===== src/rtl/deser_pkg.sv =====
// deser_pkg: shared types for the serial frame controller.
// Optional feature macro: DESER_PARITY_EN (adds the PAR state).
package deser_pkg;

    localparam logic [7:0] DEFAULT_SYNC_WORD = 8'hA5;

`ifdef DESER_PARITY_EN
    typedef enum logic [1:0] {
        HUNT = 2'd0,
        LEN  = 2'd1,
        DATA = 2'd2,
        PAR  = 2'd3
    } state_e;
`else
    typedef enum logic [1:0] {
        HUNT = 2'd0,
        LEN  = 2'd1,
        DATA = 2'd2
    } state_e;
`endif

    typedef struct packed {
        logic       first;
        logic       last;
        logic [7:0] data;
    } fifo_entry_t;

    // Odd parity: the byte plus its parity bit must contain an odd number of ones.
    function automatic logic odd_parity_ok(input logic [7:0] d, input logic p);
        return ^{d, p};
    endfunction

endpackage


===== src/rtl/deser_fifo.sv =====
// deser_fifo: small synchronous FIFO of tagged payload bytes.
// A push into a full FIFO is accepted only when a pop happens in the same cycle;
// otherwise the entry is dropped and o_dropped is raised for that cycle.
module deser_fifo #(
    parameter int DEPTH = 4
) (
    input  logic       clk,
    input  logic       reset,
    input  logic       i_push,
    input  logic [9:0] i_push_entry,
    input  logic       i_pop,
    output logic [9:0] o_head,
    output logic       o_full,
    output logic       o_empty,
    output logic       o_dropped
);

    localparam int AW = (DEPTH > 1) ? $clog2(DEPTH) : 1;
    localparam logic [AW:0]   CNT_DEPTH = DEPTH[AW:0];
    localparam logic [AW:0]   CNT_ONE   = 1;
    localparam logic [AW-1:0] PTR_ONE   = 1;

    logic [9:0]    r_mem [DEPTH];
    logic [AW-1:0] r_wr_ptr;
    logic [AW-1:0] r_rd_ptr;
    logic [AW:0]   r_count;

    logic w_full;
    logic w_empty;
    logic w_do_pop;
    logic w_do_push;

    assign w_full    = (r_count == CNT_DEPTH);
    assign w_empty   = (r_count == '0);
    assign w_do_pop  = i_pop && !w_empty;
    assign w_do_push = i_push && (!w_full || w_do_pop);

    assign o_full    = w_full;
    assign o_empty   = w_empty;
    assign o_dropped = i_push && !w_do_push;
    assign o_head    = r_mem[r_rd_ptr];

    // Storage array: cleared on reset so the head reads zero while empty after reset.
    always_ff @(posedge clk or negedge reset) begin
        if (!reset) begin
            for (int i = 0; i < DEPTH; i++) begin
                r_mem[i] <= '0;
            end
        end else if (w_do_push) begin
            r_mem[r_wr_ptr] <= i_push_entry;
        end
    end

    // Pointers and occupancy count; pointers wrap naturally since DEPTH is a power of two.
    always_ff @(posedge clk or negedge reset) begin
        if (!reset) begin
            r_wr_ptr <= '0;
            r_rd_ptr <= '0;
            r_count  <= '0;
        end else begin
            if (w_do_push) begin
                r_wr_ptr <= r_wr_ptr + PTR_ONE;
            end
            if (w_do_pop) begin
                r_rd_ptr <= r_rd_ptr + PTR_ONE;
            end
            if (w_do_push && !w_do_pop) begin
                r_count <= r_count + CNT_ONE;
            end else if (!w_do_push && w_do_pop) begin
                r_count <= r_count - CNT_ONE;
            end
        end
    end

endmodule


===== src/rtl/deser_frame_ctrl.sv =====
// deser_frame_ctrl: hunts a serial stream for a sync word, reads a length byte and
// that many payload bytes (LSB-first), and buffers them for a valid/ready consumer.
// Optional feature macro: DESER_PARITY_EN (odd parity bit after length and payload bytes).
module deser_frame_ctrl
    import deser_pkg::*;
#(
    parameter logic [7:0] SYNC_WORD  = DEFAULT_SYNC_WORD,
    parameter int         MAX_LEN    = 16,
    parameter int         FIFO_DEPTH = 4
) (
    input  logic       clk,
    input  logic       reset,
    input  logic       sin,
    input  logic       sin_en,
    input  logic       enable,
    output logic [7:0] byte_data,
    output logic       byte_first,
    output logic       byte_last,
    output logic       byte_valid,
    input  logic       byte_ready,
    output logic       locked,
    output logic       len_err,
    output logic       parity_err,
    output logic       overflow,
    input  logic       clr_ovf
);

    localparam logic [7:0] MAX_LEN_B = MAX_LEN[7:0];

    state_e      r_state;
    logic [7:0]  r_shift;
    logic [2:0]  r_hunt_cnt;
    logic [2:0]  r_bit_cnt;
    logic [7:0]  r_byte_cnt;
    logic        r_first;
    logic        r_len_err;
    logic        r_overflow;

    state_e      n_state;
    logic [2:0]  n_hunt_cnt;
    logic [2:0]  n_bit_cnt;
    logic [7:0]  n_byte_cnt;
    logic        n_first;
    logic        n_len_err;
    logic        n_par_err;

    logic [7:0]  w_shift_next;
    logic        w_len_done;
    logic [7:0]  w_len_val;
    logic        w_data_done;
    logic [7:0]  w_data_val;
    logic        w_par_fail;
    logic        w_push;
    fifo_entry_t w_push_entry;
    logic        w_pop;
    logic [9:0]  w_head_raw;
    fifo_entry_t w_head;
    logic        w_full;
    logic        w_empty;
    logic        w_dropped;

    assign w_shift_next = {sin, r_shift[7:1]};

`ifdef DESER_PARITY_EN
    logic       r_par_err;
    logic [7:0] r_par_byte;
    logic       r_par_is_len;
    logic       w_par_strobe;
    logic       w_par_ok;

    assign w_par_strobe = enable && sin_en && (r_state == PAR);
    assign w_par_ok     = odd_parity_ok(r_par_byte, sin);
    assign w_len_done   = w_par_strobe && r_par_is_len && w_par_ok;
    assign w_len_val    = r_par_byte;
    assign w_data_done  = w_par_strobe && !r_par_is_len && w_par_ok;
    assign w_data_val   = r_par_byte;
    assign w_par_fail   = w_par_strobe && !w_par_ok;
    assign parity_err   = r_par_err;

    // Hold the just-completed byte while its parity bit is awaited.
    always_ff @(posedge clk or negedge reset) begin
        if (!reset) begin
            r_par_byte   <= '0;
            r_par_is_len <= 1'b0;
            r_par_err    <= 1'b0;
        end else begin
            r_par_err <= n_par_err;
            if (enable && sin_en && (r_state == LEN || r_state == DATA) && r_bit_cnt == 3'd7) begin
                r_par_byte   <= w_shift_next;
                r_par_is_len <= (r_state == LEN);
            end
        end
    end
`else
    assign w_len_done  = enable && sin_en && (r_state == LEN) && (r_bit_cnt == 3'd7);
    assign w_len_val   = w_shift_next;
    assign w_data_done = enable && sin_en && (r_state == DATA) && (r_bit_cnt == 3'd7);
    assign w_data_val  = w_shift_next;
    assign w_par_fail  = 1'b0;
    assign parity_err  = 1'b0;
`endif

    // Frame FSM next-state: hunt, length check, payload push and abort handling.
    always_comb begin
        n_state      = r_state;
        n_hunt_cnt   = r_hunt_cnt;
        n_bit_cnt    = r_bit_cnt;
        n_byte_cnt   = r_byte_cnt;
        n_first      = r_first;
        n_len_err    = 1'b0;
        n_par_err    = 1'b0;
        w_push       = 1'b0;
        w_push_entry = '0;

        if (!enable) begin
            n_state    = HUNT;
            n_hunt_cnt = 3'd0;
            n_bit_cnt  = 3'd0;
        end else if (sin_en) begin
            case (r_state)
                HUNT: begin
                    if (r_hunt_cnt == 3'd7 && w_shift_next == SYNC_WORD) begin
                        n_state    = LEN;
                        n_bit_cnt  = 3'd0;
                        n_hunt_cnt = 3'd0;
                    end else if (r_hunt_cnt != 3'd7) begin
                        n_hunt_cnt = r_hunt_cnt + 3'd1;
                    end
                end
                LEN, DATA: begin
                    n_bit_cnt = r_bit_cnt + 3'd1;
`ifdef DESER_PARITY_EN
                    if (r_bit_cnt == 3'd7) begin
                        n_state = PAR;
                    end
`endif
                end
                default: begin
                end
            endcase

            if (w_par_fail) begin
                n_par_err = 1'b1;
                n_state   = HUNT;
            end

            if (w_len_done) begin
                if (w_len_val == 8'd0 || w_len_val > MAX_LEN_B) begin
                    n_len_err = 1'b1;
                    n_state   = HUNT;
                end else begin
                    n_state    = DATA;
                    n_byte_cnt = w_len_val;
                    n_first    = 1'b1;
                    n_bit_cnt  = 3'd0;
                end
            end

            if (w_data_done) begin
                w_push             = 1'b1;
                w_push_entry.first = r_first;
                w_push_entry.last  = (r_byte_cnt == 8'd1);
                w_push_entry.data  = w_data_val;
                n_byte_cnt         = r_byte_cnt - 8'd1;
                n_first            = 1'b0;
                n_bit_cnt          = 3'd0;
                n_state            = (r_byte_cnt == 8'd1) ? HUNT : DATA;
            end
        end
    end

    // Frame state registers; everything is frozen on cycles without a bit strobe.
    always_ff @(posedge clk or negedge reset) begin
        if (!reset) begin
            r_state    <= HUNT;
            r_hunt_cnt <= '0;
            r_bit_cnt  <= '0;
            r_byte_cnt <= '0;
            r_first    <= 1'b0;
            r_len_err  <= 1'b0;
        end else begin
            r_state    <= n_state;
            r_hunt_cnt <= n_hunt_cnt;
            r_bit_cnt  <= n_bit_cnt;
            r_byte_cnt <= n_byte_cnt;
            r_first    <= n_first;
            r_len_err  <= n_len_err;
        end
    end

    // Serial shift register: new bit enters at the top so the first bit ends at bit 0.
    always_ff @(posedge clk or negedge reset) begin
        if (!reset) begin
            r_shift <= '0;
        end else if (sin_en) begin
            r_shift <= w_shift_next;
        end
    end

    // Sticky overflow; a drop in the same cycle as a clear keeps it set.
    always_ff @(posedge clk or negedge reset) begin
        if (!reset) begin
            r_overflow <= 1'b0;
        end else if (w_dropped) begin
            r_overflow <= 1'b1;
        end else if (clr_ovf) begin
            r_overflow <= 1'b0;
        end
    end

    assign w_pop = byte_valid && byte_ready;

    deser_fifo #(
        .DEPTH(FIFO_DEPTH)
    ) u_fifo (
        .clk          (clk),
        .reset        (reset),
        .i_push       (w_push),
        .i_push_entry (w_push_entry),
        .i_pop        (w_pop),
        .o_head       (w_head_raw),
        .o_full       (w_full),
        .o_empty      (w_empty),
        .o_dropped    (w_dropped)
    );

    assign w_head     = fifo_entry_t'(w_head_raw);
    assign byte_data  = w_head.data;
    assign byte_first = w_head.first;
    assign byte_last  = w_head.last;
    assign byte_valid = !w_empty;
    assign locked     = (r_state != HUNT);
    assign len_err    = r_len_err;
    assign overflow   = r_overflow;

endmodule


===== config.mk =====
export PLATFORM = sky130hd
export DESIGN_NAME = deser_frame_ctrl
export DESIGN_NICKNAME = d
export VERILOG_FILES = /design/src/rtl/deser_pkg.sv /design/src/rtl/deser_fifo.sv /design/src/rtl/deser_frame_ctrl.sv
export SDC_FILE = /design/constraint.sdc
export NUM_CORES = 1
export LEC_CHECK = 0
export BUFFER_PORTS_ARGS = -buffer_cell sky130_fd_sc_hd__buf_4
export CAP_MARGIN = 20
export CORE_MARGIN = 8
export CORE_UTILIZATION = 40
export DETAILED_ROUTE_END_ITERATION = 7
export SLEW_MARGIN = 20
export SYNTH_ARGS = -nofsm -noshare
export SYNTH_HDL_FRONTEND = slang
export SYNTH_HIERARCHICAL = 1
export SYNTH_SLANG_ARGS = --single-unit

===== constraint.sdc =====
create_clock -name clk -period 2.75 [get_ports clk]
set_input_delay 0.6875 -clock clk [delete_from_list [all_inputs] [get_ports clk]]
set_output_delay 0.6875 -clock clk [all_outputs]
set_load 0.02 [all_outputs]

; ---- Yosys cells after proc, flatten, opt, wreduce, memory -nomap -nowiden
; Cells that the tools add are included.
[totals]
ff_bits = 74
[op_classes]
add_sub_neg = 7
n_lt_le_gt_ge = 4
n_eq_ne = 14
mux = 46
bitwise = 2
n_reduce_logical = 30
[op_table]
columns = op, count
row1 = two-way mux 10 bit, 6
row2 = bitwise mux 40 bit, 1
row3 = two-way mux 3 bit, 13
row4 = two-way mux 8 bit, 3
row5 = binary-select mux 10 bit (select 2 bit), 1
row6 = demux 10 bit (select 2 bit), 1
row7 = two-way mux 2 bit, 8
row8 = logical AND 1 bit, 13
row9 = two-way mux 1 bit, 12
row10 = "adder 3 x 1 -> 3 bit, second input constant", 3
row11 = "equality test 3 bit, second input constant", 3
row12 = "equality test 8 x 1 -> 1 bit, second input constant", 1
row13 = "equality test 8 bit, second input constant", 1
row14 = "greater-than comparator 8 x 5 -> 1 bit, second input constant", 1
row15 = zero test 8 bit, 1
row16 = "!= test 4 x 1 -> 1 bit, second input constant", 2
row17 = nonzero test 2 bit, 4
row18 = "subtractor 8 x 1 -> 8 bit, second input constant", 1
row19 = ">= comparator 3 bit, second input constant", 2
row20 = NOT 2 -> 3 bit, 2
row21 = case mux 3 bit (2 select lines), 1
row22 = AND reduction 3 bit, 2
row23 = "adder 2 x 1 -> 2 bit, second input constant", 2
row24 = zero test 1 bit, 4
row25 = 13 further kinds, 15

; ---- Logic depth before layout (Yosys ltp)
[logic_depth]
depth_word = 11
mapped_depth = 12
depth_no_buf = 11

; ---- Hierarchy
; Netlist, hierarchy kept.
[by_module_without_submodules]
columns = mod, n_inst, cells_per_inst, area_per_inst_um2, seq_area_each_um2
row1 = deser_fifo, 1, 132, 2138.3, 1176.1
row2 = deser_frame_ctrl, 1, 147, 1507.7, 650.6

; ---- Least setup slack after synthesis
; No wires, ideal clock.
[synth_path]
kind = input-to-reg
from = input enable
to = register u_fifo.r_count[2]
setup_time_ps = 79
t_arrival_ps = 2815
path_slack_ps = -144
path_stages = 11
cell_sequence = buf_2 > nand4_1 > inv_1 > clkbuf_1 > nor2b_1 > ha_1 > inv_1 > fa_1 > xor2_1 > nor2_1 > xor2_1
[synth_via]
elab_chain_cells = 10
elab_cells_between_ends = 12
classes_between = 4 x mux / 8 x reduce/logical
[synth_rtl]
columns = item, line_no
row1 = "start, declared", deser_frame_ctrl.sv:15  ; input logic enable,
row2 = logical AND 1 bit (3 in a row), deser_frame_ctrl.sv:97  ; assign w_data_done = enable && sin_en && (r_state == DATA) && (r_bit_cnt == 3'd7);
row3 = two-way mux 1 bit, deser_frame_ctrl.sv:159  ; if (w_data_done) begin
row4 = two-way mux 1 bit, deser_frame_ctrl.sv:119  ; end else if (sin_en) begin
row5 = two-way mux 1 bit (*), deser_frame_ctrl.sv:115  ; if (!enable) begin
row6 = named net w_push, deser_frame_ctrl.sv:53  ; logic w_push;
row7 = logical AND 1 bit (*), deser_fifo.sv:36  ; assign w_do_push = i_push && (!w_full || w_do_pop);
row8 = named net u_fifo.w_do_push, deser_fifo.sv:31  ; logic w_do_push;
row9 = zero test 1 bit, deser_fifo.sv:69  ; end else if (!w_do_push && w_do_pop) begin
row10 = logical AND 1 bit, deser_fifo.sv:69
row11 = nonzero test 2 bit (no line), -
row12 = "end signal, assigned", deser_fifo.sv:68  ; r_count <= r_count + CNT_ONE;
row13 = "end signal, assigned", deser_fifo.sv:70  ; r_count <= r_count - CNT_ONE;
row14 = "end, declared", deser_fifo.sv:26  ; logic [AW:0] r_count;
; The timed path passes the listed nets; every way through them passes the cells marked *.
; A chain may end at the register's enable or synchronous reset.

; ---- Worst setup path in the final report
[layout_path]
from = register u_fifo.r_rd_ptr[0]
to = output byte_data[7]
[layout_via]
elab_chain_cells = 4
[layout_rtl]
columns = item, line_no
row1 = "start, declared", deser_fifo.sv:25  ; logic [AW-1:0] r_rd_ptr;
row2 = "start signal, assigned", deser_fifo.sv:65  ; r_rd_ptr <= r_rd_ptr + PTR_ONE;
row3 = NOT 2 -> 3 bit (implied by the code), deser_fifo.sv:41  ; assign o_head = r_mem[r_rd_ptr];
row4 = binary-select mux 10 bit (select 2 bit), deser_fifo.sv:41
row5 = two-way mux 10 bit (implied by the code) (2 in a row), deser_fifo.sv:41
row6 = "end, declared", deser_frame_ctrl.sv:16  ; output logic [7:0] byte_data,
; Every way passes these cells. The select of a mux whose other input is x is not followed.

==> impl_table.tex <==
\begin{tabular}{lr}
\hline
Metric & Value \\
\hline
\multicolumn{2}{l}{\textbf{Floorplan}} \\
Overall die height & 111 um \\
Starting utilization of the core area & 40.4\% \\
Number of placement rows & 35 \\
Placeable core region & 9020 um2 \\
Floorplan die area & 12400 um2 \\
Die Width & 111 um \\
IO Count & 22 \\
\multicolumn{2}{l}{\textbf{Place}} \\
Number of input and output port buffers inserted & 20 \\
Estimated wirelength of the detail-placed design & 4.89 mm \\
Worst slack at placement & 0.259 ns \\
Total placed cells including tap cells & 417 \\
GPL Wtd Cong & 0.819 \\
\multicolumn{2}{l}{\textbf{Setup path}} \\
Nature of the critical path startpoint & register \\
Worst r2r src & u\_fifo/r\_count[0]\$\_DFFE\_PN0P\_ \\
Most Frequent Cell on Critical Path & sky130\_fd\_sc\_hd\_\_buf\_4 \\
Worst endpoint data arrival time & 1.89 ns \\
Cell-by-cell trace of the critical path & buf\_4, mux4\_2, buf\_4 \\
CP Max Fanout & 8 \\
End of the worst register-to-register path & u\_fifo/r\_count[1]\$\_DFFE\_PN0P\_ \\
Type of element capturing the critical path & output port \\
Minimum setup slack among reg-to-reg paths & 0.36 ns \\
CP Class & register to output port \\
Worst r2r path cells & 8 \\
Largest stage delay on the critical path & 0.54 ns \\
Slowest stage cell, crit path & sky130\_fd\_sc\_hd\_\_mux4\_2 \\
Required time reported for the critical path endpoint & 2.06 ns \\
\multicolumn{2}{l}{\textbf{Clock tree}} \\
Number of clock buffers inserted by TritonCTS & 9 \\
Maximum count of clock buffers along a single path & 2 \\
Worst skew pair latency & 0.37 ns \\
Hold-fix buffers, CTS & 0 \\
Setup fix buffers added after clock tree synthesis & 0 \\
CTS clk-pin slew, worst paths & 0.09 ns \\
Post-CTS Resized & 0 \\
Sink Count & 73 \\
H-Tree Depth & 3 \\
CTS tree & built \\
Clock root cell & sky130\_fd\_sc\_hd\_\_clkbuf\_8 \\
\multicolumn{2}{l}{\textbf{Drt}} \\
ANT nets after route & 0 \\
Number of design rule violations left after detail routing & 0 \\
WL final & 7.05 mm \\
Number of detailed-routing iterations run before antenna repair & 4 \\
Routed wire length per instance & 16.3 um \\
Via/cell ratio & 5.17 \\
Vias after detailed routing & 2240 \\
Count of routing violations after the opening detailed-route iteration & 99 \\
\multicolumn{2}{l}{\textbf{Layout}} \\
Final cell count without fillers & 433 \\
Layout cells sized above 1 & 37.9\% \\
Layout net count & 340 \\
Core utilization of the finished layout & 46.7\% \\
Area growth from synthesis to layout & 15.6\% \\
Number of antenna cells inserted & 0 \\
\multicolumn{2}{l}{\textbf{STA}} \\
Worst Clk Skew & 0.0179 ns \\
Minimum period implied by the final worst setup slack & 2.57 ns \\
Number of setup violations in the final report & 0 \\
Worst Setup Slack, final & 0.177 ns \\
Setup repair after global routing missed its margin & false \\
Final Max Tran Viols & 0 \\
FMAX & 389 MHz \\
Number of hold violations in the final report & 0 \\
Max-slew headroom at the worst pin & 38.9\% \\
Share of the clock period used by the worst path after layout & 93.6\% \\
Pin slew with the least headroom to its limit & 0.917 ns \\
Setup Total Neg Slack & 0 ns \\
\multicolumn{2}{l}{\textbf{Synth}} \\
Post-synth design cell area & 3650 um2 \\
Number of distinct library cell variants in the gate-level netlist after synthesis & 51 \\
Post-Syn Area per Cell & 13.1 um2 \\
Count of flip-flops with a built-in enable after synthesis & 0 \\
Nets in the synthesized netlist & 302 \\
Sequential element share of the synthesized area & 50.1\% \\
Total number of yosys warnings & 6 \\
Library cell with the largest summed area after synthesis & sky130\_fd\_sc\_hd\_\_dfrtp\_1 \\
Number of storage elements in the synthesis netlist & 73 \\
Top post-synthesis cells by area & sky130\_fd\_sc\_hd\_\_dfrtp\_1 50\%, sky130\_fd\_sc\_hd\_\_mux2\_2 15\%, sky130\_fd\_sc\_hd\_\_mux4\_2 6.2\% \\
Share of synthesized registers carrying an async set or reset & 100\% \\
Share of the synthesized area in the top cell type & 50.1\% \\
Top FF cell, synth & sky130\_fd\_sc\_hd\_\_dfrtp\_1 \\
Cell count after synthesis & 279 \\
\multicolumn{2}{l}{\textbf{Global route}} \\
Global-route wire length before repair & 12.2 mm \\
Global Route Usage Sum & 12.1\% \\
Largest net degree at the start of global routing & 74 \\
Overflow after GRT & 0 \\
Vias in the first global route & 2403 \\
Number of antenna violations at the first check in global routing & 0 \\
\multicolumn{2}{l}{\textbf{Power}} \\
LEAKAGE & 2.03 nW \\
Power per unit of standard cell area & 601 nW/um2 \\
Largest vdd supply drop & 0.000251 V \\
\multicolumn{2}{l}{\textbf{Outcome}} \\
Outcome & completed \\
\multicolumn{2}{l}{\textbf{Job}} \\
Count of max-cap constraint violations & 0 \\
\multicolumn{2}{l}{\textbf{Hold path}} \\
Worst Hold Class & primary input to asynchronous set/reset pin \\
\hline
\end{tabular}
Yosys cell counts, types with 2 or more instances:
cell,number
sky130_fd_sc_hd__nor2_1,11
sky130_fd_sc_hd__mux2i_1,4
sky130_fd_sc_hd__o21ai_1,3
sky130_fd_sc_hd__clkbuf_1,3
sky130_fd_sc_hd__nor2_2,5
sky130_fd_sc_hd__mux2_2,50
sky130_fd_sc_hd__mux4_2,10
sky130_fd_sc_hd__nor3_1,5
sky130_fd_sc_hd__o21ai_0,2
sky130_fd_sc_hd__nand2_1,12
sky130_fd_sc_hd__a22o_1,2
sky130_fd_sc_hd__nand4_1,3
sky130_fd_sc_hd__nor2b_1,4
sky130_fd_sc_hd__o31ai_1,2
sky130_fd_sc_hd__inv_1,14
sky130_fd_sc_hd__xnor2_1,4
sky130_fd_sc_hd__o211ai_1,2
sky130_fd_sc_hd__xor2_1,2
sky130_fd_sc_hd__nand3_1,7
sky130_fd_sc_hd__and2_1,9
sky130_fd_sc_hd__a21o_1,2
sky130_fd_sc_hd__buf_2,2
sky130_fd_sc_hd__dfrtp_1,73
sky130_fd_sc_hd__nand2b_1,2
sky130_fd_sc_hd__a21oi_1,4
sky130_fd_sc_hd__ha_1,15
sky130_fd_sc_hd__or3_1,3
how the worst max path moves through the flow:
stage / start / endpoint / slack, ns / depth (start not counted)
4_1_cts: u_fifo/r_rd_ptr[0]$_DFFE_PN0P_ / byte_data[6] / 0.12 / 3
2_1_floorplan: enable / u_fifo/r_count[2]$_DFFE_PN0P_ / 0.03 / 11
6_report: u_fifo/r_rd_ptr[0]$_DFFE_PN0P_ / byte_data[7] / 0.18 / 3
5_1_grt: u_fifo/r_rd_ptr[0]$_DFFE_PN0P_ / byte_data[7] / 0.04 / 3
3_3_place_gp: byte_ready / u_fifo/r_count[1]$_DFFE_PN0P_ / 0.28 / 8
3_5_place_dp: byte_ready / u_fifo/r_count[2]$_DFFE_PN0P_ / 0.26 / 10
registers in the layout (all words and copies together) (netlist names), 2 cells and up:
signal	count
u_fifo/r_count	3
r_shift	7
u_fifo/r_rd_ptr	2
r_bit_cnt	3
r_hunt_cnt	3
r_state	2
u_fifo/r_wr_ptr	2
u_fifo/r_mem	40
r_byte_cnt	8
worst max-delay path: cells and delay by family (launching register included):
| family | cells | cell delay [ns] |
|---|---|---|
| buf+inv | 2 | 0.46 |
| mux | 1 | 0.54 |
| flops | 1 | 0.53 |
layer usage:
metal  track usage, %  wire length [um]
met3             3.98               235
met5                0                 0
met2             18.8              3320
met1             15.2              3370
met4             4.89               119
per-stage QoR:
stage | total power, mW | hold WS (ns) | cell area, um2
4_1_cts | 2.57 | 0.492 | 4220
2_1_floorplan | 1.53 | 0.392 | 3650
6_report | 2.54 | 0.453 | 4220
3_5_place_dp | 1.68 | 0.472 | 4010
3_3_place_gp | 1.67 | 0.462 | 4010
5_1_grt | 2.67 | 0.514 | 4220
cells by family (layout without fill, tap and decap cells):
family / after synthesis / in the layout / share of synthesized area (%)
adder cells (fa/ha/maj): 16 / 16 / 5.70
AND/OR/NAND/NOR: 71 / 71 / 11.9
XOR/XNOR: 6 / 6 / 1.44
flip-flops: 73 / 73 / 50.1
other: 1 / 1 / 0.103
buffers and inverters: 21 / 64 / 2.33
multiplexers: 64 / 64 / 22.7
AO/OA/AOI/OAI: 27 / 27 / 5.70
final cells by class:
class                           instances  area, um2
Fill cell                             841       4800
Sequential cell                        73       1830
Multi-Input combinational cell        185       1740
Timing Repair Buffer                   34        255
Tap cell                              111        139
Clock buffer                            9        124
Clock inverter                          7       82.6
Inverter                               14       52.6
cell usage in the layout (no fill, tap or decap), drive strengths merged, types with 3 or more instances in the layout:
cell type | Yosys | routed
buf | 4 | 34
nor2b | 4 | 4
nand3 | 7 | 7
inv | 14 | 18
dfrtp | 73 | 73
and2 | 9 | 9
nor2 | 16 | 16
mux2 | 50 | 50
xnor2 | 4 | 4
clkbuf | 3 | 9
nand4 | 3 | 3
nor3 | 5 | 5
ha | 15 | 15
mux4 | 10 | 10
mux2i | 4 | 4
or3 | 3 | 3
nand2 | 12 | 12
o21ai | 5 | 5
a21oi | 4 | 4
power by group:
group,internal [mW],switching [mW]
sequential,1.14,0.150
clock,0.435,0.459
combinational,0.201,0.151
Note: power is estimated with default switching activity, not from simulation.
